$ cat config.mk
export PLATFORM = sky130hd
export DESIGN_NAME = mips_multicycle_cpu_flat
export DESIGN_NICKNAME = d
export VERILOG_FILES = /design/src/rtl/mips_multicycle_cpu_if.sv /design/src/rtl/mips_multicycle_cpu.sv /design/src/flat_wrapper.sv
export SDC_FILE = /design/constraint.sdc
export NUM_CORES = 1
export LEC_CHECK = 0
export CAP_MARGIN = 20
export CORE_UTILIZATION = 55
export DETAILED_ROUTE_END_ITERATION = 8
export DONT_BUFFER_PORTS = 1
export PLACE_DENSITY = 0.75
export SLEW_MARGIN = 20
export SYNTH_ARGS = -nofsm -noshare
export SYNTH_HDL_FRONTEND = slang
export SYNTH_SLANG_ARGS = --single-unit
$ cat constraint.sdc
create_clock -name clk -period 5.98 [get_ports clk]
set_input_delay 0.598 -clock clk [delete_from_list [all_inputs] [get_ports clk]]
set_output_delay 0.598 -clock clk [all_outputs]
set_load 0.01 [all_outputs]
$ cat src/rtl/mips_multicycle_cpu_if.sv
// mips_multicycle_cpu_if: unified instruction/data memory request/ready bus
// master (core): mem_addr, mem_req, mem_we, mem_wdata out; mem_rdata, mem_ready in
// slave (memory): the mirror image
interface mips_multicycle_cpu_if;
   logic [31:0] mem_addr;
   logic        mem_req;
   logic        mem_we;
   logic [31:0] mem_wdata;
   logic [31:0] mem_rdata;
   logic        mem_ready;
   modport master(output mem_addr, mem_req, mem_we, mem_wdata, input mem_rdata, mem_ready);
   modport slave(input mem_addr, mem_req, mem_we, mem_wdata, output mem_rdata, mem_ready);
endinterface

$ cat src/rtl/mips_multicycle_cpu.sv
// mips_multicycle_cpu: multicycle MIPS core, one shared ALU, one stallable memory port
// clk, reset        : clock, synchronous active-high reset
// mem (master)      : request/ready memory bus, PC in fetch, ALUOut in data access
// register_a1/a2/a3 : register file read/write indices
// register_we3/wd3  : register file write strobe and data
// register_rd1/rd2  : combinational register file read data
// retire            : pulses on the final cycle of each instruction
// MIPS_MC_JUMP_EN   : when defined, opcode 000010 (j) is decoded; otherwise it is a no-op
module mips_multicycle_cpu #(
   parameter logic [31:0] RESET_PC = 32'h0000_0000
) (
   input  logic                         clk,
   input  logic                         reset,
   mips_multicycle_cpu_if.master        mem,
   output logic [4:0]                   register_a1,
   output logic [4:0]                   register_a2,
   output logic [4:0]                   register_a3,
   output logic                         register_we3,
   output logic [31:0]                  register_wd3,
   input  logic [31:0]                  register_rd1,
   input  logic [31:0]                  register_rd2,
   output logic                         retire
);
   typedef enum logic [3:0] {
      FETCH, DECODE, MEMADR, MEMRD, MEMWR, MEMWB, EXEC, ALUWB, ADDIEX, ADDIWB, BRANCH
`ifdef MIPS_MC_JUMP_EN
      , JUMP
`endif
   } state_t;
   state_t      state, dec_next;
   logic [31:0] pc, ir, mdr, a, b, aluout, imm, alu_a, alu_b, y;
   logic [5:0]  op, fn;
   logic [2:0]  alu_ctl, r_ctl;
   logic        is_r, is_lw, is_sw, is_beq, is_addi, wb, acc;
   assign op  = ir[31:26];
   assign fn  = ir[5:0];
   assign imm = {{16{ir[15]}}, ir[15:0]};
   always_comb begin
      r_ctl   = fn == 6'h22 ? 3'b110 : fn == 6'h24 ? 3'b000 : fn == 6'h25 ? 3'b001 : fn == 6'h2a ? 3'b111 : 3'b010;
      is_r    = op == 6'h00 && (fn == 6'h20 || fn == 6'h22 || fn == 6'h24 || fn == 6'h25 || fn == 6'h2a);
      is_lw   = op == 6'h23;
      is_sw   = op == 6'h2b;
      is_beq  = op == 6'h04;
      is_addi = op == 6'h08;
      dec_next = is_lw || is_sw ? MEMADR : is_r ? EXEC : is_addi ? ADDIEX : is_beq ? BRANCH :
`ifdef MIPS_MC_JUMP_EN
                 op == 6'h02 ? JUMP :
`endif
                 FETCH;
   end
   // One ALU serves PC+4 in fetch, the branch target in decode and all execute work
   always_comb begin
      alu_a   = state == FETCH || state == DECODE ? pc : a;
      alu_b   = state == FETCH ? 32'd4 : state == DECODE ? {imm[29:0], 2'b00} :
                state == EXEC || state == BRANCH ? b : imm;
      alu_ctl = state == EXEC ? r_ctl : state == BRANCH ? 3'b110 : 3'b010;
      y = alu_ctl == 3'b110 ? alu_a - alu_b : alu_ctl == 3'b000 ? alu_a & alu_b :
          alu_ctl == 3'b001 ? alu_a | alu_b : alu_ctl == 3'b111 ? {31'b0, $signed(alu_a) < $signed(alu_b)} :
          alu_a + alu_b;
   end
   // Strobes are gated by reset so a reset landing on a stalled access issues nothing
   always_comb begin
      mem.mem_req   = ~reset && (state == FETCH || state == MEMRD || state == MEMWR);
      mem.mem_we    = ~reset && state == MEMWR;
      mem.mem_addr  = state == FETCH ? pc : aluout;
      mem.mem_wdata = b;
      acc           = mem.mem_req && mem.mem_ready;
      wb            = state == MEMWB || state == ALUWB || state == ADDIWB;
      register_a1   = ir[25:21];
      register_a2   = ir[20:16];
      register_a3   = op == 6'h00 ? ir[15:11] : ir[20:16];
      register_we3  = ~reset && wb && register_a3 != 5'd0;
      register_wd3  = state == MEMWB ? mdr : aluout;
      retire = ~reset && (wb || state == BRANCH ||
`ifdef MIPS_MC_JUMP_EN
               state == JUMP ||
`endif
               (state == DECODE && dec_next == FETCH) || (state == MEMWR && mem.mem_ready));
   end
   always_ff @(posedge clk) begin
      if (reset) begin
         state  <= FETCH;
         pc     <= RESET_PC;
         ir     <= '0;
         mdr    <= '0;
         a      <= '0;
         b      <= '0;
         aluout <= '0;
      end else begin
         case (state)
            FETCH: if (acc) begin
               ir    <= mem.mem_rdata;
               pc    <= y;
               state <= DECODE;
            end
            DECODE: begin
               a      <= register_rd1;
               b      <= register_rd2;
               aluout <= y;
               state  <= dec_next;
            end
            MEMADR: begin
               aluout <= y;
               state  <= is_lw ? MEMRD : MEMWR;
            end
            MEMRD: if (acc) begin
               mdr   <= mem.mem_rdata;
               state <= MEMWB;
            end
            MEMWR: if (acc) state <= FETCH;
            EXEC: begin
               aluout <= y;
               state  <= ALUWB;
            end
            ADDIEX: begin
               aluout <= y;
               state  <= ADDIWB;
            end
            BRANCH: begin
               if (y == 32'd0) pc <= aluout;
               state <= FETCH;
            end
`ifdef MIPS_MC_JUMP_EN
            JUMP: begin
               pc    <= {pc[31:28], ir[25:0], 2'b00};
               state <= FETCH;
            end
`endif
            default: state <= FETCH;
         endcase
      end
   end
endmodule
$ cat src/flat_wrapper.sv
// flat-port wrapper written by rule: the top's interface ports become plain ports
module mips_multicycle_cpu_flat 
#(
   parameter logic [31:0] RESET_PC = 32'h0000_0000
)
  (clk, reset, register_a1, register_a2, register_a3, register_we3, register_wd3, register_rd1, register_rd2, retire, mem_mem_addr, mem_mem_req, mem_mem_we, mem_mem_wdata, mem_mem_rdata, mem_mem_ready);
  mips_multicycle_cpu_if mem_i ();
  input  logic clk;
  input  logic reset;
  output logic [4:0] register_a1;
  output logic [4:0] register_a2;
  output logic [4:0] register_a3;
  output logic register_we3;
  output logic [31:0] register_wd3;
  input  logic [31:0] register_rd1;
  input  logic [31:0] register_rd2;
  output logic retire;
  output wire logic [$bits(mem_i.mem_addr)-1:0] mem_mem_addr;
  output wire logic [$bits(mem_i.mem_req)-1:0] mem_mem_req;
  output wire logic [$bits(mem_i.mem_we)-1:0] mem_mem_we;
  output wire logic [$bits(mem_i.mem_wdata)-1:0] mem_mem_wdata;
  input wire logic [$bits(mem_i.mem_rdata)-1:0] mem_mem_rdata;
  input wire logic [$bits(mem_i.mem_ready)-1:0] mem_mem_ready;
  assign mem_mem_addr = mem_i.mem_addr;
  assign mem_mem_req = mem_i.mem_req;
  assign mem_mem_we = mem_i.mem_we;
  assign mem_mem_wdata = mem_i.mem_wdata;
  assign mem_i.mem_rdata = mem_mem_rdata;
  assign mem_i.mem_ready = mem_mem_ready;
  mips_multicycle_cpu #(.RESET_PC(RESET_PC)) u_core (.clk(clk), .reset(reset), .mem(mem_i), .register_a1(register_a1), .register_a2(register_a2), .register_a3(register_a3), .register_we3(register_we3), .register_wd3(register_wd3), .register_rd1(register_rd1), .register_rd2(register_rd2), .retire(retire));
endmodule
==> run summary, run 1 <==
The largest net degree at the start of global routing was 223; the final RePlAce weighted congestion was 1.03. At the end of the flow, the number of nets in the layout was 2192. The primary flip-flop cell chosen by synthesis mapping was sky130_fd_sc_hd__dfxtp_1.

VDD sags by at most 202 uV. Post-place setup slack: 0.0706 ns. The leading cell type by number of instances after synthesis was sky130_fd_sc_hd__nand2_1. In the post-synthesis netlist, the biggest area contributors are sky130_fd_sc_hd__dfxtp_1, sky130_fd_sc_hd__nand2_1, sky130_fd_sc_hd__ha_1. The data arrival time of the critical path was 6.20 ns; the largest fanout of any net on the critical path was 32. The count of buffers added on input and output ports is 0. Summed over all failing endpoints, the final setup total negative slack is 0 ns. Buffers inserted during clock tree synthesis total 17. The Yosys step of the flow raised 0 warnings. Leaving out filler cells and counting taps, the final layout contains 2380. After clock tree synthesis, the clock-pin slew on the worst setup and hold paths is 0.09 ns. Fraction of synthesis flops using an asynchronous set or reset pin: 0. The flow ran to the end, and the final reports show no timing, DRC or antenna violations.

The iteration count of the initial detailed-routing pass is 6. When the netlist entered floorplanning its net count stood at 2255. The run gives 0.314 as the relative slew slack.

The logs give 2057 for the synthesized netlist cell count and 41.5 mm for the final HPWL from detailed placement. The tools report the kind of launch point of the worst setup path as a register. Synthesis instantiated 91 different standard cells from the library. After detailed routing, the total wire length is 55.7 mm. The worst setup path is captured at a register. After the first detailed-routing iteration, the DRC count stood at 2129. Across all layers, the routed design uses 15.6k vias. Dividing total power by cell area gives a power density of 199 nW/um^2. The tools report the share of synthesized area occupied by flip-flops and latches as 0.257. Once routing completed, OpenROAD measured the worst setup slack at 0.152 ns. Setup violations remaining at the end of the flow were counted as 0.

The post-layout utilization of the core is 0.604, and the final count of pins violating max slew is 0. The tree is rooted in a sky130_fd_sc_hd__clkbuf_16. The tools report the effective utilization at floorplan as 0.563.

The number of antenna violations at the first check in global routing came out at 1. In this run the count of I/O pins placed on the die edge is 214. The logs give 0.386 for the overall routing resource usage and 60 for the cell row count. The insertion delay of the later-clocked pin in the worst-skew pair is 0.45 ns. Area enclosed by the die boundary: 28400 sq um. After synthesis the netlist holds a flip-flop and latch count of 196. The worst clock skew was 0.0173 ns.

The number of enable-type register cells in the synthesized netlist was 0. The tools report the first-pass GRT wire length as 85.2 mm. The clock tree buffer depth is 2, and the number of buffers added to fix hold violations after cts is 0. For the final hold violation count, the log shows 0.

Critical path start-end classification: register to register. The worst hold path belongs to the class input pin to register. The cell area after synthesis is 15300 sq um, and the die outline width is 169 microns.

The average via count per standard cell is 6.54, and the number of sinks on the clock net is 196. The logs give 0 for the max-capacitance violation count and 0 for the residual antenna-violating net count after detailed routing. The fraction of final layout cells with drive strength greater than 1 came out at 0.129. After global routing the overflow that remains totals 0. The filler cell count was 2506; the mean instance size in the synthesized netlist was 7.42 sq um. Derived from the worst setup path, the maximum achievable clock frequency is 172 MHz. The post-route clock period utilization is 0.975.

Compared with the post-synthesis result, the final layout area differs by 7.33%. Per-cell routed wire length: 23.4 microns. The tools report the area of the core region as 27100 sq um.

The cell taking the most area after synthesis is sky130_fd_sc_hd__dfxtp_1. The routed design could run at a clock period as short as 5.83 ns. The H-tree generated during clock tree synthesis spans 4 levels. The via count of the first global-routing pass is 14.6k, and the share of the synthesized area in the top cell type is 0.257. At the worst endpoint, the required time is 6.35 ns.

The standby leakage power came out at 0.00664 uW. The commonest cells after synthesis are sky130_fd_sc_hd__nand2_1, sky130_fd_sc_hd__a21oi_1, sky130_fd_sc_hd__dfxtp_1. The run gives 2344 as the instance count after placement with tap cells included. The pin slew with the least headroom to its limit was 1.03 ns; the DRC violation count after routing was 0.

Measured along the y axis, the die boundary spans 169 microns. TritonCTS built the clock tree.
## state kept, by name, summed over array words and instances (netlist names)
name,count
u_core.mem.mem_wdata,32
u_core.a,32
u_core.pc,32
u_core.mdr,32
u_core.state,4
u_core.ir,32
u_core.aluout,32
## layer usage
layer  up-vias  wire length, microns  part of all wire  track usage
li1       7122                     -                 -            -
met1      7358                 23800              0.43        0.539
met2       965                 24300              0.44        0.593
met3       125                  6010              0.11       0.0779
met4         0                  1640             0.029        0.121
met5         -                     0                 0            0
## cell usage in the layout (no fill, tap or decap), types with 55 or more instances in the layout
master,n
sky130_fd_sc_hd__a211oi_1,55
sky130_fd_sc_hd__mux2_2,71
sky130_fd_sc_hd__inv_1,101
sky130_fd_sc_hd__nand2_1,342
sky130_fd_sc_hd__a21oi_1,240
sky130_fd_sc_hd__o21ai_0,81
sky130_fd_sc_hd__dfxtp_1,194
sky130_fd_sc_hd__nor2_1,141
sky130_fd_sc_hd__mux2i_1,69
sky130_fd_sc_hd__ha_1,96
sky130_fd_sc_hd__buf_4,80
## stage by stage
| step | instance area (sq um) | total power [uW] | hold slack [ns] |
|---|---|---|---|
| floorplan | 15300 | 1860 | 0.433 |
| global placement | 15600 | 2020 | 0.432 |
| detailed placement | 15600 | 2030 | 0.437 |
| CTS | 16300 | 3230 | 0.211 |
| global route | 16400 | 3360 | 0.204 |
| finish | 16400 | 3260 | 0.209 |
## cells by family (layout without fill, tap and decap cells)
logic type | Yosys count | after routing | synth area share
buffers and inverters | 268 | 218 | 0.0748
and+or+nand+nor | 716 | 716 | 0.214
adders and majority gates | 99 | 99 | 0.0822
muxes | 142 | 142 | 0.0990
AOI/OAI and AO/OA | 616 | 616 | 0.261
DFF | 196 | 196 | 0.257
xor gates and xnor gates | 20 | 20 | 0.0115
other | 0 | 1 | 0
## critical path: stages (launching register included)
cell	delay (ns)
sky130_fd_sc_hd__dfxtp_1	0.37
sky130_fd_sc_hd__or3_2	0.69
sky130_fd_sc_hd__nor2_4	0.31
sky130_fd_sc_hd__buf_4	0.17
sky130_fd_sc_hd__a21o_1	0.17
sky130_fd_sc_hd__ha_1	0.27
sky130_fd_sc_hd__buf_4	0.18
sky130_fd_sc_hd__or4b_2	0.70
sky130_fd_sc_hd__nor4b_2	0.34
sky130_fd_sc_hd__o21ai_0	0.23
sky130_fd_sc_hd__nand3_1	0.32
sky130_fd_sc_hd__mux2i_1	0.22
sky130_fd_sc_hd__and3_1	0.37
sky130_fd_sc_hd__nand4_1	0.18
sky130_fd_sc_hd__nor4_2	0.36
sky130_fd_sc_hd__and4_1	0.29
sky130_fd_sc_hd__buf_12	0.21
sky130_fd_sc_hd__o221ai_1	0.15
sky130_fd_sc_hd__a21oi_1	0.18
## path summary, 6_finish.rpt
| check | from | end | slack, ns | cells past startpoint |
|---|---|---|---|---|
| setup reg to reg | u_core.state[3]$_SDFFE_PP0P_ | u_core.pc[3]$_SDFFE_PP0P_ | 0.15 | 18 |
| setup / recovery | u_core.state[3]$_SDFFE_PP0P_ | u_core.pc[3]$_SDFFE_PP0P_ | 0.15 | 18 |
| hold reg to reg | u_core.mdr[18]$_SDFFE_PP0P_ | u_core.mdr[18]$_SDFFE_PP0P_ | 0.45 | 2 |
| hold / removal | reset | u_core.mdr[17]$_SDFFE_PP0P_ | 0.21 | 1 |
## power by group
part / total (uW) / switching [uW] / internal, uW
combinational: 619 / 388 / 231
sequential: 1410 / 58.6 / 1350
clock: 1240 / 648 / 589
## area by class of cell
| type | instances | area [sq um] | area share |
|---|---|---|---|
| Antenna cell | 1 | 2.50 | 0.000153 |
| Inverter | 103 | 387 | 0.0236 |
| Tap cell | 372 | 465 | 0.0284 |
| Sequential cell | 196 | 3930 | 0.240 |
| Clock buffer | 17 | 425 | 0.0260 |
| Clock inverter | 15 | 203 | 0.0124 |
| Timing Repair Buffer | 83 | 652 | 0.0398 |
| Multi-Input combinational cell | 1593 | 10300 | 0.630 |
## repair_timing
| action | CTS | global route |
|---|---|---|
| endpoints found under the setup margin | 0 | 32 |
| buffers inserted | 0 | 3 |
| gates resized for setup | 0 | 19 |
Power figures use the tool's default switching activity.
==> run 2: changes to the inputs <==
- clock period: 5.98 -> 6 ns (I/O delays scaled with it)
==> run summary, run 2 (synthesis gave the netlist of run 1 again) <==
TritonCTS built the clock tree. The tools report the switching power total as 1080 uW (was 1100 uW). The max-capacitance violation count was 0 (unchanged); the final hold violation count was 0 (unchanged).

The post-route clock period utilization is 0.977 (was 0.975), and the portion of total power attributed to sequential cells is 0.435 (was 0.431). The tools report the final setup violation count as 0 (unchanged). The tools report the final count of pins violating max slew as 0 (unchanged). Final RePlAce weighted congestion: 1.03 (about the same). The logs give 0.0177 ns (was 0.0173 ns) for the worst clock skew and 17 (unchanged) for the total clock buffers created by CTS.

The time the final worst path needs with I/O delays and setup was 5.86 ns (was 5.83 ns). The final HPWL from detailed placement was 42.0 mm (was 41.5 mm). The area of the core region is 27100 sq um (unchanged), and the DRC violation count after routing is 0 (unchanged). The insertion delay of the later-clocked pin in the worst-skew pair was 0.45 ns (about the same); the count of input and output buffers was 0 (unchanged). The overall routing resource usage is 0.389 (was 0.386), and the per-cell routed wire length is 23.6 microns (was 23.4 microns). Number of ports placed on the die boundary: 214 (unchanged). The filler cell count is 2477 (was 2506). Violation count after the first detailed-routing iteration: 1605 (was 2129). Root buffer selected by CTS: sky130_fd_sc_hd__clkbuf_16 (unchanged).

For the cell row count, the log shows 60 (unchanged). The tools report the kind of launch point of the worst setup path as a register (unchanged). The flow ran to the end, and the final reports show no timing, DRC or antenna violations. The power density over the cells is 197 nW/um^2 (was 199 nW/um^2). Most frequent cells in the layout: sky130_fd_sc_hd__nand2_1, sky130_fd_sc_hd__a21oi_1, sky130_fd_sc_hd__dfxtp_1 (unchanged). The effective utilization at floorplan is 0.563 (unchanged), and the floorplan die height is 169 microns (unchanged). The logs give 223 uV (was 202 uV) for the maximum VDD drop and 2337 (was 2344) for the instance count after placement with tap cells included. The path type of the worst min-delay path is input pin to register (unchanged). The pin slew with the least headroom to its limit was 1.09 ns (was 1.03 ns). The critical path start-end classification is register to register (unchanged). The post-layout net count is 2185 (was 2192). Number of H-tree levels: 4 (unchanged). The tools report the clock network power share as 0.375 (was 0.379). The final non-filler cell total is 2373 (was 2380), and the total placed instance area is 15600 sq um (about the same). The synthesis-to-layout area growth came out at 7.19% (was 7.33%). The iteration count of the initial detailed-routing pass is 8 (was 6). The number of sinks on the clock net is 196 (unchanged). Number of buffers added to fix hold violations after cts: 0 (unchanged). The fmax is 171 MHz (was 172 MHz).

The run gives 28400 sq um (unchanged) as the area enclosed by the die boundary. The most frequent standard cell in the layout excluding fill and tap cells was sky130_fd_sc_hd__nand2_1 (unchanged). The required time at the worst-slack endpoint is 6.37 ns (was 6.35 ns), and the combinational cell fraction of total power is 0.191 (was 0.190).

The run gives 0 (unchanged) as the residual antenna-violating net count after detailed routing. The capturing element type of the critical path was a register (unchanged). The logs give 15.6k (about the same) for the detailed-route via count and 16400 sq um (about the same) for the cell area after layout. The run gives 2 (unchanged) as the clock tree buffer depth.

The average via count per standard cell was 6.58 (was 6.54). The via count of the first global-routing pass is 14.4k (was 14.6k). The logs give 85.5 mm (was 85.2 mm) for the first-pass GRT wire length and 0.274 (was 0.314) for the relative slew slack. The number of antenna violations at the first check in global routing was 2 (was 1); the fraction of final layout cells with drive strength greater than 1 was 0.128 (was 0.129).

The run gives 0 ns (unchanged) as the setup TNS after final layout. Internal power of the cells: 2140 uW (was 2170 uW). The clock-pin slew of the registers on the worst-case setup and hold paths is 0.08 ns (was 0.09 ns), and the overall routed net length is 56.1 mm (was 55.7 mm).

The largest net degree at the start of global routing was 223 (unchanged). The logs give 3230 uW (was 3260 uW) for the overall power of the completed layout and 0.221 ns (was 0.209 ns) for the tightest hold margin. Switching part of the total: 0.336 (about the same).

The standby leakage power came out at 0.00661 uW (was 0.00664 uW). Die outline width: 169 microns (unchanged). The tools report the data arrival time of the critical path as 6.23 ns (was 6.20 ns).

The largest fanout of any net on the critical path is 17 (was 32). Total overflow reported by the global router: 0 (unchanged).
[run 2: cell type report]
type / instances / area (sq um) / share of cell area
sequential: 196 / 3930 / 0.240
multi-input combinational: 1593 / 10400 / 0.634
clock inverter: 15 / 200 / 0.0122
antenna: 1 / 2.50 / 0.000153
timing repair buffer: 76 / 583 / 0.0357
clock buffer: 17 / 425 / 0.0260
tap: 372 / 465 / 0.0285
inverter: 103 / 387 / 0.0236
[run 2: per-layer routing]
metal / part of all wire / global-route usage / vias up / wire length, microns
li1: - / - / 7120 / -
met3: 0.11 / 0.0849 / 134 / 6390
met1: 0.42 / 0.541 / 7369 / 23700
met2: 0.43 / 0.592 / 979 / 24200
met4: 0.032 / 0.132 / 2 / 1810
met5: 0.00023 / 0 / - / 13
[run 2: final timing paths]
kind | to | start | cells past startpoint | slack [ns]
setup / recovery | u_core.pc[3]$_SDFFE_PP0P_ | u_core.state[3]$_SDFFE_PP0P_ | 17 | 0.14
hold / removal | u_core.ir[18]$_SDFFE_PP0P_ | reset | 1 | 0.22
setup reg to reg | u_core.pc[3]$_SDFFE_PP0P_ | u_core.state[3]$_SDFFE_PP0P_ | 17 | 0.14
hold reg to reg | u_core.mdr[16]$_SDFFE_PP0P_ | u_core.mdr[16]$_SDFFE_PP0P_ | 2 | 0.45
[run 2: worst max-delay path, cell delays in order, from the launching register on]
cell	delay, ns
sky130_fd_sc_hd__dfxtp_2	0.37
sky130_fd_sc_hd__or3_2	0.67
sky130_fd_sc_hd__nor2_4	0.42
sky130_fd_sc_hd__buf_4	0.27
sky130_fd_sc_hd__a21o_1	0.16
sky130_fd_sc_hd__ha_1	0.35
sky130_fd_sc_hd__or4b_2	0.78
sky130_fd_sc_hd__nor4b_1	0.37
sky130_fd_sc_hd__o21ai_0	0.21
sky130_fd_sc_hd__nand3_1	0.31
sky130_fd_sc_hd__mux2i_1	0.22
sky130_fd_sc_hd__and3_1	0.29
sky130_fd_sc_hd__nand4_1	0.17
sky130_fd_sc_hd__nor4_4	0.33
sky130_fd_sc_hd__and4_1	0.26
sky130_fd_sc_hd__buf_4	0.25
sky130_fd_sc_hd__o221ai_1	0.15
sky130_fd_sc_hd__a21oi_1	0.19
[run 2: what timing repair did]
| item | 4_1_cts | 5_1_grt |
|---|---|---|
| setup endpoints to repair | 32 | 32 |
| buffers inserted | 0 | 3 |
| gates resized for setup | 1 | 27 |
| pin swaps | 0 | 3 |
[run 2: through the flow]
stage | utilization | setup slack [ns]
2_1_floorplan | - | 0.483
3_3_place_gp | 0.575 | 0.0520
3_5_place_dp | 0.575 | -0.0698
4_1_cts | 0.598 | 0.0158
5_1_grt | 0.603 | -0.00573
6_report | 0.603 | 0.137
[run 2: power by group through the flow]
stage | clock network, uW | registers [uW] | logic (uW)
after floorplan | 0 | 1400 | 449
after global placement | 0 | 1430 | 579
after detailed placement | 0 | 1430 | 585
after CTS | 1210 | 1400 | 588
after global routing | 1270 | 1410 | 655
final | 1210 | 1400 | 615
